### src/rtl/seq_divider_pkg.sv
// Shared constants for the sequential divider: datapath width, FSM state
// encodings and the ALU select codes the control unit uses to route divides.
package seq_divider_pkg;

  localparam int DIV_WIDTH = 8;

  localparam logic [1:0] IDLE    = 2'd0;
  localparam logic [1:0] CALC    = 2'd1;
  localparam logic [1:0] FIX     = 2'd2;
  localparam logic [1:0] DONE_ST = 2'd3;

  localparam logic [3:0] ALU_SEL_DIV = 4'b1001;
  localparam logic [3:0] ALU_SEL_REM = 4'b1010;

endpackage

### src/rtl/seq_divider_div_step.sv
// One combinational restoring-division iteration: shift in the next dividend
// bit, trial-subtract the divisor, keep the difference or restore.
module div_step
  import seq_divider_pkg::*;
#(
  parameter int WIDTH = DIV_WIDTH
) (
  input  logic [WIDTH:0] rem_in,
  input  logic           dvd_bit,
  input  logic [WIDTH:0] dvs,
  output logic [WIDTH:0] rem_out,
  output logic           quo_bit
);

  logic [WIDTH+1:0] shifted;
  logic [WIDTH+1:0] diff;

  // The partial remainder stays below the divisor, so the MSB of the
  // difference is a clean borrow flag.
  always_comb begin
    shifted = {rem_in, dvd_bit};
    diff    = shifted - {1'b0, dvs};
    quo_bit = ~diff[WIDTH+1];
    rem_out = diff[WIDTH+1] ? shifted[WIDTH:0] : diff[WIDTH:0];
  end

endmodule

### src/rtl/seq_divider.sv
// Multi-cycle signed/unsigned restoring divider, one quotient bit per clock.
// The FSM, iteration counter and sign fix-up live here; the step is div_step.
module seq_divider
  import seq_divider_pkg::*;
#(
  parameter int WIDTH = DIV_WIDTH
) (
  input  logic             clk,
  input  logic             rst_n,
  input  logic             start,
  input  logic             signed_op,
  input  logic [WIDTH-1:0] dividend,
  input  logic [WIDTH-1:0] divisor,
  output logic [WIDTH-1:0] quotient,
  output logic [WIDTH-1:0] remainder,
  output logic             busy,
  output logic             done,
  output logic             div_by_zero
);

  localparam int CNT_W = $clog2(WIDTH + 1);
  localparam logic [CNT_W-1:0] LAST_STEP = CNT_W'(WIDTH - 1);

  logic [1:0]       state_q, state_d;
  logic [CNT_W-1:0] cnt_q, cnt_d;
  logic [WIDTH:0]   rem_q, rem_d;
  logic [WIDTH-1:0] quo_q, quo_d;
  logic [WIDTH:0]   dvs_q, dvs_d;
  logic [WIDTH-1:0] dvd_q, dvd_d;
  logic             neg_quo_q, neg_quo_d;
  logic             neg_rem_q, neg_rem_d;
  logic             dbz_q, dbz_d;
  logic [WIDTH-1:0] quotient_q, quotient_d;
  logic [WIDTH-1:0] remainder_q, remainder_d;
  logic             busy_q, busy_d;
  logic             done_q, done_d;
  logic             div_by_zero_q, div_by_zero_d;

  logic [WIDTH-1:0] dvd_mag;
  logic [WIDTH-1:0] dvs_mag;
  logic [WIDTH:0]   step_rem;
  logic             step_bit;

  div_step #(.WIDTH(WIDTH)) u_step (
    .rem_in  (rem_q),
    .dvd_bit (quo_q[WIDTH-1]),
    .dvs     (dvs_q),
    .rem_out (step_rem),
    .quo_bit (step_bit)
  );

  always_comb begin
    state_d       = state_q;
    cnt_d         = cnt_q;
    rem_d         = rem_q;
    quo_d         = quo_q;
    dvs_d         = dvs_q;
    dvd_d         = dvd_q;
    neg_quo_d     = neg_quo_q;
    neg_rem_d     = neg_rem_q;
    dbz_d         = dbz_q;
    quotient_d    = quotient_q;
    remainder_d   = remainder_q;
    busy_d        = busy_q;
    done_d        = done_q;
    div_by_zero_d = div_by_zero_q;

    // Negating the most negative value wraps to itself, which read as an
    // unsigned magnitude is exactly 2^(WIDTH-1).
    dvd_mag = (signed_op && dividend[WIDTH-1]) ? (~dividend + 1'b1) : dividend;
    dvs_mag = (signed_op && divisor[WIDTH-1])  ? (~divisor + 1'b1)  : divisor;

    case (state_q)
      IDLE: begin
        if (start) begin
          state_d   = CALC;
          quo_d     = dvd_mag;
          rem_d     = '0;
          dvs_d     = {1'b0, dvs_mag};
          dvd_d     = dividend;
          neg_quo_d = signed_op & (dividend[WIDTH-1] ^ divisor[WIDTH-1]);
          neg_rem_d = signed_op & dividend[WIDTH-1];
          dbz_d     = (divisor == '0);
          cnt_d     = '0;
          busy_d    = 1'b1;
        end
      end
      CALC: begin
        rem_d = step_rem;
        quo_d = {quo_q[WIDTH-2:0], step_bit};
        cnt_d = cnt_q + 1'b1;
        if (cnt_q == LAST_STEP) begin
          state_d = FIX;
        end
      end
      FIX: begin
        if (dbz_q) begin
          quotient_d  = '1;
          remainder_d = dvd_q;
        end else begin
          quotient_d  = neg_quo_q ? (~quo_q + 1'b1) : quo_q;
          remainder_d = neg_rem_q ? (~rem_q[WIDTH-1:0] + 1'b1) : rem_q[WIDTH-1:0];
        end
        div_by_zero_d = dbz_q;
        busy_d        = 1'b0;
        done_d        = 1'b1;
        state_d       = DONE_ST;
      end
      DONE_ST: begin
        done_d  = 1'b0;
        state_d = IDLE;
      end
      default: begin
        state_d = IDLE;
      end
    endcase
  end

  always_ff @(posedge clk or negedge rst_n) begin
    if (!rst_n) begin
      state_q       <= IDLE;
      cnt_q         <= '0;
      rem_q         <= '0;
      quo_q         <= '0;
      dvs_q         <= '0;
      dvd_q         <= '0;
      neg_quo_q     <= 1'b0;
      neg_rem_q     <= 1'b0;
      dbz_q         <= 1'b0;
      quotient_q    <= '0;
      remainder_q   <= '0;
      busy_q        <= 1'b0;
      done_q        <= 1'b0;
      div_by_zero_q <= 1'b0;
    end else begin
      state_q       <= state_d;
      cnt_q         <= cnt_d;
      rem_q         <= rem_d;
      quo_q         <= quo_d;
      dvs_q         <= dvs_d;
      dvd_q         <= dvd_d;
      neg_quo_q     <= neg_quo_d;
      neg_rem_q     <= neg_rem_d;
      dbz_q         <= dbz_d;
      quotient_q    <= quotient_d;
      remainder_q   <= remainder_d;
      busy_q        <= busy_d;
      done_q        <= done_d;
      div_by_zero_q <= div_by_zero_d;
    end
  end

  assign quotient    = quotient_q;
  assign remainder   = remainder_q;
  assign busy        = busy_q;
  assign done        = done_q;
  assign div_by_zero = div_by_zero_q;

endmodule
### config.mk
export PLATFORM = sky130hd
export DESIGN_NAME = seq_divider
export DESIGN_NICKNAME = d
export VERILOG_FILES = /design/src/rtl/seq_divider_pkg.sv /design/src/rtl/seq_divider_div_step.sv /design/src/rtl/seq_divider.sv
export SDC_FILE = /design/constraint.sdc
export NUM_CORES = 1
export LEC_CHECK = 0
export BUFFER_PORTS_ARGS = -buffer_cell sky130_fd_sc_hd__buf_2
export CORE_ASPECT_RATIO = 1.25
export CORE_UTILIZATION = 45
export CTS_CLUSTER_DIAMETER = 40
export CTS_CLUSTER_SIZE = 40
export DETAILED_ROUTE_END_ITERATION = 6
export GPL_TIMING_DRIVEN = 0
export HOLD_SLACK_MARGIN = 0.1
export PLACE_DENSITY = 0.66
export SYNTH_ARGS = -nofsm -noshare
export SYNTH_HDL_FRONTEND = slang
export SYNTH_HIERARCHICAL = 1
export SYNTH_SLANG_ARGS = --single-unit
### constraint.sdc
create_clock -name clk -period 2.2 [get_ports clk]
set_input_delay 0.44 -clock clk [delete_from_list [all_inputs] [get_ports clk]]
set_output_delay 0.44 -clock clk [all_outputs]
set_load 0.005 [all_outputs]
==> impl_metrics.toml, run 1 <==
[status]
outcome = "finished, violations left"
failed_checks = "setup timing"

[placement]
io_buffers = 38
dp_slack_ps = -289
hpwl_mm = 6.32
gp_congestion = 0.793
dp_cells = 515

[yosys]
yosysTopAreaCell = "dfrtp_1"
synth_cell_type_count = 56
synth-edff-count = 0
yosysWarnings = 6
syn_avg_cell_area_um2 = 9.71
netlist_instances = 382
ys_seq_elements = 61
ys.flop_type = "dfrtp_1"
synthTopCellsByArea = "dfrtp_1 (41%), ha_1 (6.1%), xnor2_1 (5.2%)"
yosysSeqAreaShare_pct = 41.1
synth_nets = 421
syn_area_um2 = 3710
async_reset_ff_share_pct = 100
synth_top_area_share_pct = 41.1

[global_route]
first_global_vias = 2976
grt_max_degree = 62
grt_pass1_wl_mm = 14.9
track_usage_pct = 22.0
antenna_found_initial = 0
grt_overflow_total = 0

[critical_path]
critical_path.max_stage_delay_ps = 430
cp.required_ps = 2430
crit_type = "register to register"
worstPathCellList = "ha_4 -> and2_4 -> a21bo_1 -> a211o_1 -> o211ai_4 -> inv_6 -> mux2_4 -> a22o_1"
worstPathMaxFanout = 8
slowest_stage = "dfrtp_2"
cp-start-kind = "register"
path_buf_inv = 1
end_kind = "register"
critPathArrivalTime_ps = 2440
critical-path-top-delay-family = "compound AO/OA/AOI/OAI gates"

[layout]
antenna_cells = 0
drive_gt1_share_pct = 27.4
layout_commonest_cell = "dfrtp_1"
final_cell_mix = "dfrtp_1 (55), buf_2 (43), nand2_1 (37)"
final_nets = 485
utilization_pct = 56.8
layout.cells.non_filler = 544
synthToLayoutAreaGrowth_pct = 20.6

[floorplan]
die_width_um = 83.2
core-area_um2 = 7880
fp.dieArea_um2 = 8610
initial_utilization_pct = 47.1
num_rows = 36
die_height_um = 104
io_pins = 39

[clocking]
cts_tree = "yes"
cts.sinks = 61
clk_latency_ps = 340
clkSlewWorstSetupHoldPaths_ps = 70
ctsRootBufferMaster = "clkbuf_8"
cts_buffers = 9
clock_path_buffers = 2
cts_hold_buffers = 0
cts_max_level = 3

[power_and_ir_drop]
power_density_nw_per_um2 = 1540
p_leak_uw = 0.00202
irDropWorstVdd_mv = 0.778
power_uw = 6880

[sta]
min_period_ps = 2220
worst_pin_slew_ps = 788
rsz0062_at_grt = "true"
relSlewSlack_pct = 47.5
fmax_ghz = 0.451
hold_slack_ps = 180
fin_skew_ps = 4.31
finalWorstSetupSlack_ps = -15.2
drv_slew = 0
period_share_pct = 101
setup-violations-final = 1
hold_viol_final = 0

[drt]
drtIter0Drc = 191
routedWlPerCell_um = 16.6
drc = 0
first_pass_iters = 4
via_per_inst = 5.49
num_vias = 2985
routed_wl_mm = 9.02
detail-route-antenna-nets = 0

[hold_path]
min_path_type = "primary input to async pin"

[run]
cap_violations = 0
[registers in the layout, indices dropped and copies added, names as in the netlist]
signal       flops
busy             1
cnt_q            4
dbz_q            1
div_by_zero      1
done             1
dvd_q            8
dvs_q            8
neg_quo_q        1
neg_rem_q        1
quo_q            8
quotient         8
rem_q            9
remainder        8
state_q          2
[repair_timing]
action,in CTS,in global routing
setup endpoints to repair,8,8
buffers inserted,11,4
pin swaps,5,1
gates resized for setup,14,6
[area by class of cell]
cell class	instances	area, um2
Buffer	17	93.8
Clock buffer	13	169
Clock inverter	1	30.0
Fill cell	691	3410
Inverter	28	110
Multi-Input combinational cell	276	2110
Sequential cell	61	1530
Tap cell	95	119
Timing Repair Buffer	53	305
[metrics by stage]
step	setup TNS (ps)	cell area (um2)
floorplan	0	3760
global placement	-1610	4070
detailed placement	-1990	4070
CTS	0	4400
global route	-625	4470
finish	-15.2	4470
[cells by family after synthesis]
| group | after synthesis | share of synthesized area, % |
|---|---|---|
| AO/OA/AOI/OAI | 96 | 17.1 |
| adder cells (fa/ha/maj) | 19 | 6.61 |
| flip-flops | 61 | 41.1 |
| XOR/XNOR | 29 | 6.85 |
| buffers and inverters | 45 | 5.50 |
| other | 1 | 0.101 |
| AND/OR/NAND/NOR | 103 | 13.5 |
| multiplexers | 28 | 9.21 |
[layer usage]
| metal | global-route usage [%] | share of wire, % | vias up |
|---|---|---|---|
| li1 | - | - | 1461 |
| met1 | 27.5 | 45 | 1443 |
| met2 | 36.7 | 49 | 62 |
| met3 | 5.02 | 3.3 | 19 |
| met4 | 8.62 | 2.4 | 0 |
| met5 | 0 | 0 | - |
[power breakdown]
| group | leakage [uW] | total [uW] | internal [uW] | switching [uW] |
|---|---|---|---|---|
| Clock | 0.000102 | 1030 | 604 | 424 |
| Combinational | 0.00117 | 3880 | 1920 | 1960 |
| Sequential | 0.000746 | 1980 | 1610 | 361 |
| Total | 0.00202 | 6880 | 4140 | 2740 |
[cell usage after synthesis, drive strengths merged, types with 6 or more instances]
master and number:
dfrtp 61, nand2 37, o21ai 29, inv 28, nor2 24, xnor2 22, a21oi 21, ha 18
mux2 18, a22o 12, mux2i 10, buf 9, clkbuf 8, o31ai 7, xor2 7, nand2b 6
nor2b 6
[final timing paths]
| path | from | to | slack [ps] | cells past startpoint |
|---|---|---|---|---|
| max | rem_q[2]$_DFFE_PN0P_ | rem_q[8]$_DFFE_PN0P_ | -20 | 8 |
| min | rst_n | div_by_zero$_DFFE_PN0P_ | 180 | 1 |
| max reg2reg | rem_q[2]$_DFFE_PN0P_ | rem_q[8]$_DFFE_PN0P_ | -20 | 8 |
| min reg2reg | dvs_q[0]$_DFFE_PN0P_ | dvs_q[0]$_DFFE_PN0P_ | 480 | 2 |
| max in group asynchronous | rst_n | rem_q[5]$_DFFE_PN0P_ | 1450 | 1 |
| min in group clk | divisor[7] | dbz_q$_DFFE_PN0P_ | 360 | 2 |
[worst reg2reg max path: cells and delay by family, from the launching register on]
kind	cells	cell delay (ps)
compound gates	4	840
flops	1	430
mux	1	320
fa+ha+maj	1	270
simple gates	1	140
buf+inv	1	100
Note: power is estimated with default switching activity, not from simulation.
==> inputs of run 2 (changes only) <==
--- a/config.mk
+++ b/config.mk
@@ -7,6 +7,7 @@
 export LEC_CHECK = 0
 export BUFFER_PORTS_ARGS = -buffer_cell sky130_fd_sc_hd__buf_2
 export CORE_ASPECT_RATIO = 1.25
+export CORE_MARGIN = 3
 export CORE_UTILIZATION = 45
 export CTS_CLUSTER_DIAMETER = 40
 export CTS_CLUSTER_SIZE = 40
@@ -18,3 +19,4 @@
 export SYNTH_HDL_FRONTEND = slang
 export SYNTH_HIERARCHICAL = 1
 export SYNTH_SLANG_ARGS = --single-unit
+export TNS_END_PERCENT = 50
==> constraint.sdc (replaced) <==
create_clock -name clk -period 2.2 [get_ports clk]
set_input_delay 0.22 -clock clk [delete_from_list [all_inputs] [get_ports clk]]
set_output_delay 0.22 -clock clk [all_outputs]
set_load 0.005 [all_outputs]
==> run 2 against run 1 <==
The flow still finishes with violations (setup timing). Non-clock buffer count fell by 2. Sequential power barely moved. Cell area fell by 1.1%. Final cell count fell by 0.18%. Clock power fell by 10%. Core utilization fell by 0.92 points. Total power fell by 3.4%. Worst hold slack got worse by 53 ps. Register-to-register slack barely moved. Clock-buffer cell count fell by 2. Critical endpoint unchanged.
==> impl_metrics.toml, run 2 (synthesis gave the netlist of run 1 again) <==
[global_route]
first_global_vias = 3010
antenna_found_initial = 0
grt_max_degree = 62
grt_overflow_total = 0
track_usage_pct = 20.6
grt_pass1_wl_mm = 14.8

[layout]
final_area_um2 = 4430
largest_reg_flops = 9
nFillCells = 744
final_nets = 483
final_cell_mix = "dfrtp_1 (55), buf_2 (43), nand2_1 (37)"
layout_commonest_cell = "dfrtp_1"
layout.cells.non_filler = 543
top_register = "rem_q"
drive_gt1_share_pct = 27.2
regArea_um2 = 1530
utilization_pct = 55.8
synthToLayoutAreaGrowth_pct = 19.3
antenna_cells = 0
multiInputGateArea_um2 = 2100

[sta]
finalWorstSetupSlack_ps = -24.3
hold_slack_ps = 127
setup-violations-final = 6
fmax_ghz = 0.450
min_period_ps = 2220
relSlewSlack_pct = 47.0
hold_viol_final = 0
period_share_pct = 101
rsz0062_at_grt = "true"
drv_slew = 0
fin_skew_ps = 13.9
worst_pin_slew_ps = 795

[critical_path]
critPathArrivalTime_ps = 2470
regToRegEndpoint = "rem_q[8]$_DFFE_PN0P_"
critical_path.max_stage_delay_ps = 440
r2r-start = "rem_q[3]$_DFFE_PN0P_"
r2r_slack_ps = -20
cp.required_ps = 2450
worstPathCellList = "ha_4 -> and2_4 -> a21bo_1 -> a211o_1 -> o211ai_4 -> inv_6 -> mux2_4 -> a22o_1"
worstPathMaxFanout = 8
cp-start-kind = "register"
end_kind = "register"
reg2reg_depth = 8
crit_type = "register to register"
slowest_stage = "dfrtp_2"

[floorplan]
initial_utilization_pct = 46.8
io_pins = 39
fp.dieArea_um2 = 9380
die_width_um = 87.2
num_rows = 36
core-area_um2 = 7930
die_height_um = 108

[drt]
num_vias = 2969
met1_length_mm = 4.02
drc = 0
drtIter0Drc = 133
wl_met3_um = 389
routed.top_layer = "met4"
routedWlPerCell_um = 16.5
via_per_inst = 5.47
route.met2.wl_mm = 4.34
first_pass_iters = 4
detail-route-antenna-nets = 0
routed_wl_mm = 8.98

[hold_path]
holdPathEnd = "dbz_q$_DFFE_PN0P_"
min_from = "divisor[7]"
holdPathStages = 2
min_path_type = "primary input to register"

[placement]
io_buffers = 38
place_area_um2 = 4070
gp_congestion = 0.791
dp_cells = 515
hpwl_mm = 6.44

[status]
failed_checks = "setup timing"
outcome = "finished, violations left"

[power_and_ir_drop]
power_density_nw_per_um2 = 1500
p_leak_uw = 0.00200
irDropWorstVdd_mv = 0.661

[clocking]
cts_max_level = 3
cts_tree = "yes"
cts.sinks = 61
clkSlewWorstSetupHoldPaths_ps = 70
clk_latency_ps = 360
clock_path_buffers = 2
ctsRootBufferMaster = "clkbuf_8"
cts_buffers = 9

[run]
cap_violations = 0
==> run 2: changes by cell type in the layout (fill, tap and decap cells not counted), sizes merged <==
cell,before,now
buf,62,59
bufinv,1,0
clkbuf,21,19
clkinv,0,4
dlygate4sd3,0,1
==> run 2: worst max-delay path by stage <==
stage / start / end / slack [ps] / cells after the start
global route: dvs_q[1]$_DFFE_PN0P_ / rem_q[8]$_DFFE_PN0P_ / -90 / 9
finish: rem_q[3]$_DFFE_PN0P_ / rem_q[8]$_DFFE_PN0P_ / -20 / 8
CTS: rem_q[3]$_DFFE_PN0P_ / rem_q[8]$_DFFE_PN0P_ / 1 / 8
detailed placement: rem_q[5]$_DFFE_PN0P_ / rem_q[8]$_DFFE_PN0P_ / -300 / 9
global placement: rem_q[5]$_DFFE_PN0P_ / rem_q[8]$_DFFE_PN0P_ / -250 / 9
floorplan: rem_q[2]$_DFFE_PN0P_ / rem_q[2]$_DFFE_PN0P_ / 3 / 8
==> run 2: repair_timing <==
item	in CTS	in global routing
resized for setup	15	3
hold buffers	0	1
endpoints found under the setup margin	9	8
pin swaps	5	1
hold endpoints to repair	0	61
setup buffers	10	2
==> run 2: routing by layer <==
layer,vias up,track usage (%)
li1,1457,-
met1,1433,26.2
met2,57,33.4
met3,22,4.59
met4,0,8.77
met5,-,0
==> run 2: area by class of cell <==
type,count,share of cell area (%)
Inverter,28,2.49
Multi-Input combinational cell,276,47.5
Tap cell,95,2.69
Timing Repair Buffer,51,6.61
Buffer,17,2.12
Clock buffer,11,3.42
Clock inverter,4,0.537
Sequential cell,61,34.7
==> run 2: where the power goes <==
part	internal, uW	switching (uW)	total (uW)	leakage (uW)
clock	460	465	925	0.0000949
sequential	1610	356	1970	0.000746
combinational	1860	1890	3750	0.00116
==> run 2: critical path, delay by kind of cell (launching register included) <==
family	cells	cell delay, ps
AO/OA/AOI/OAI	4	850
flip-flops	1	440
multiplexers	1	310
adder cells (fa/ha/maj)	1	280
AND/OR/NAND/NOR	1	130
buffers and inverters	1	90
==> run 2: metrics by stage <==
step / setup TNS (ps) / total power [uW] / setup slack, ps
2_1_floorplan: 0 / 4520 / 2.62
3_3_place_gp: -1630 / 5300 / -251
3_5_place_dp: -2040 / 5390 / -302
4_1_cts: 0 / 6570 / 1.21
5_1_grt: -491 / 7210 / -90.8
6_report: -58.5 / 6650 / -24.3
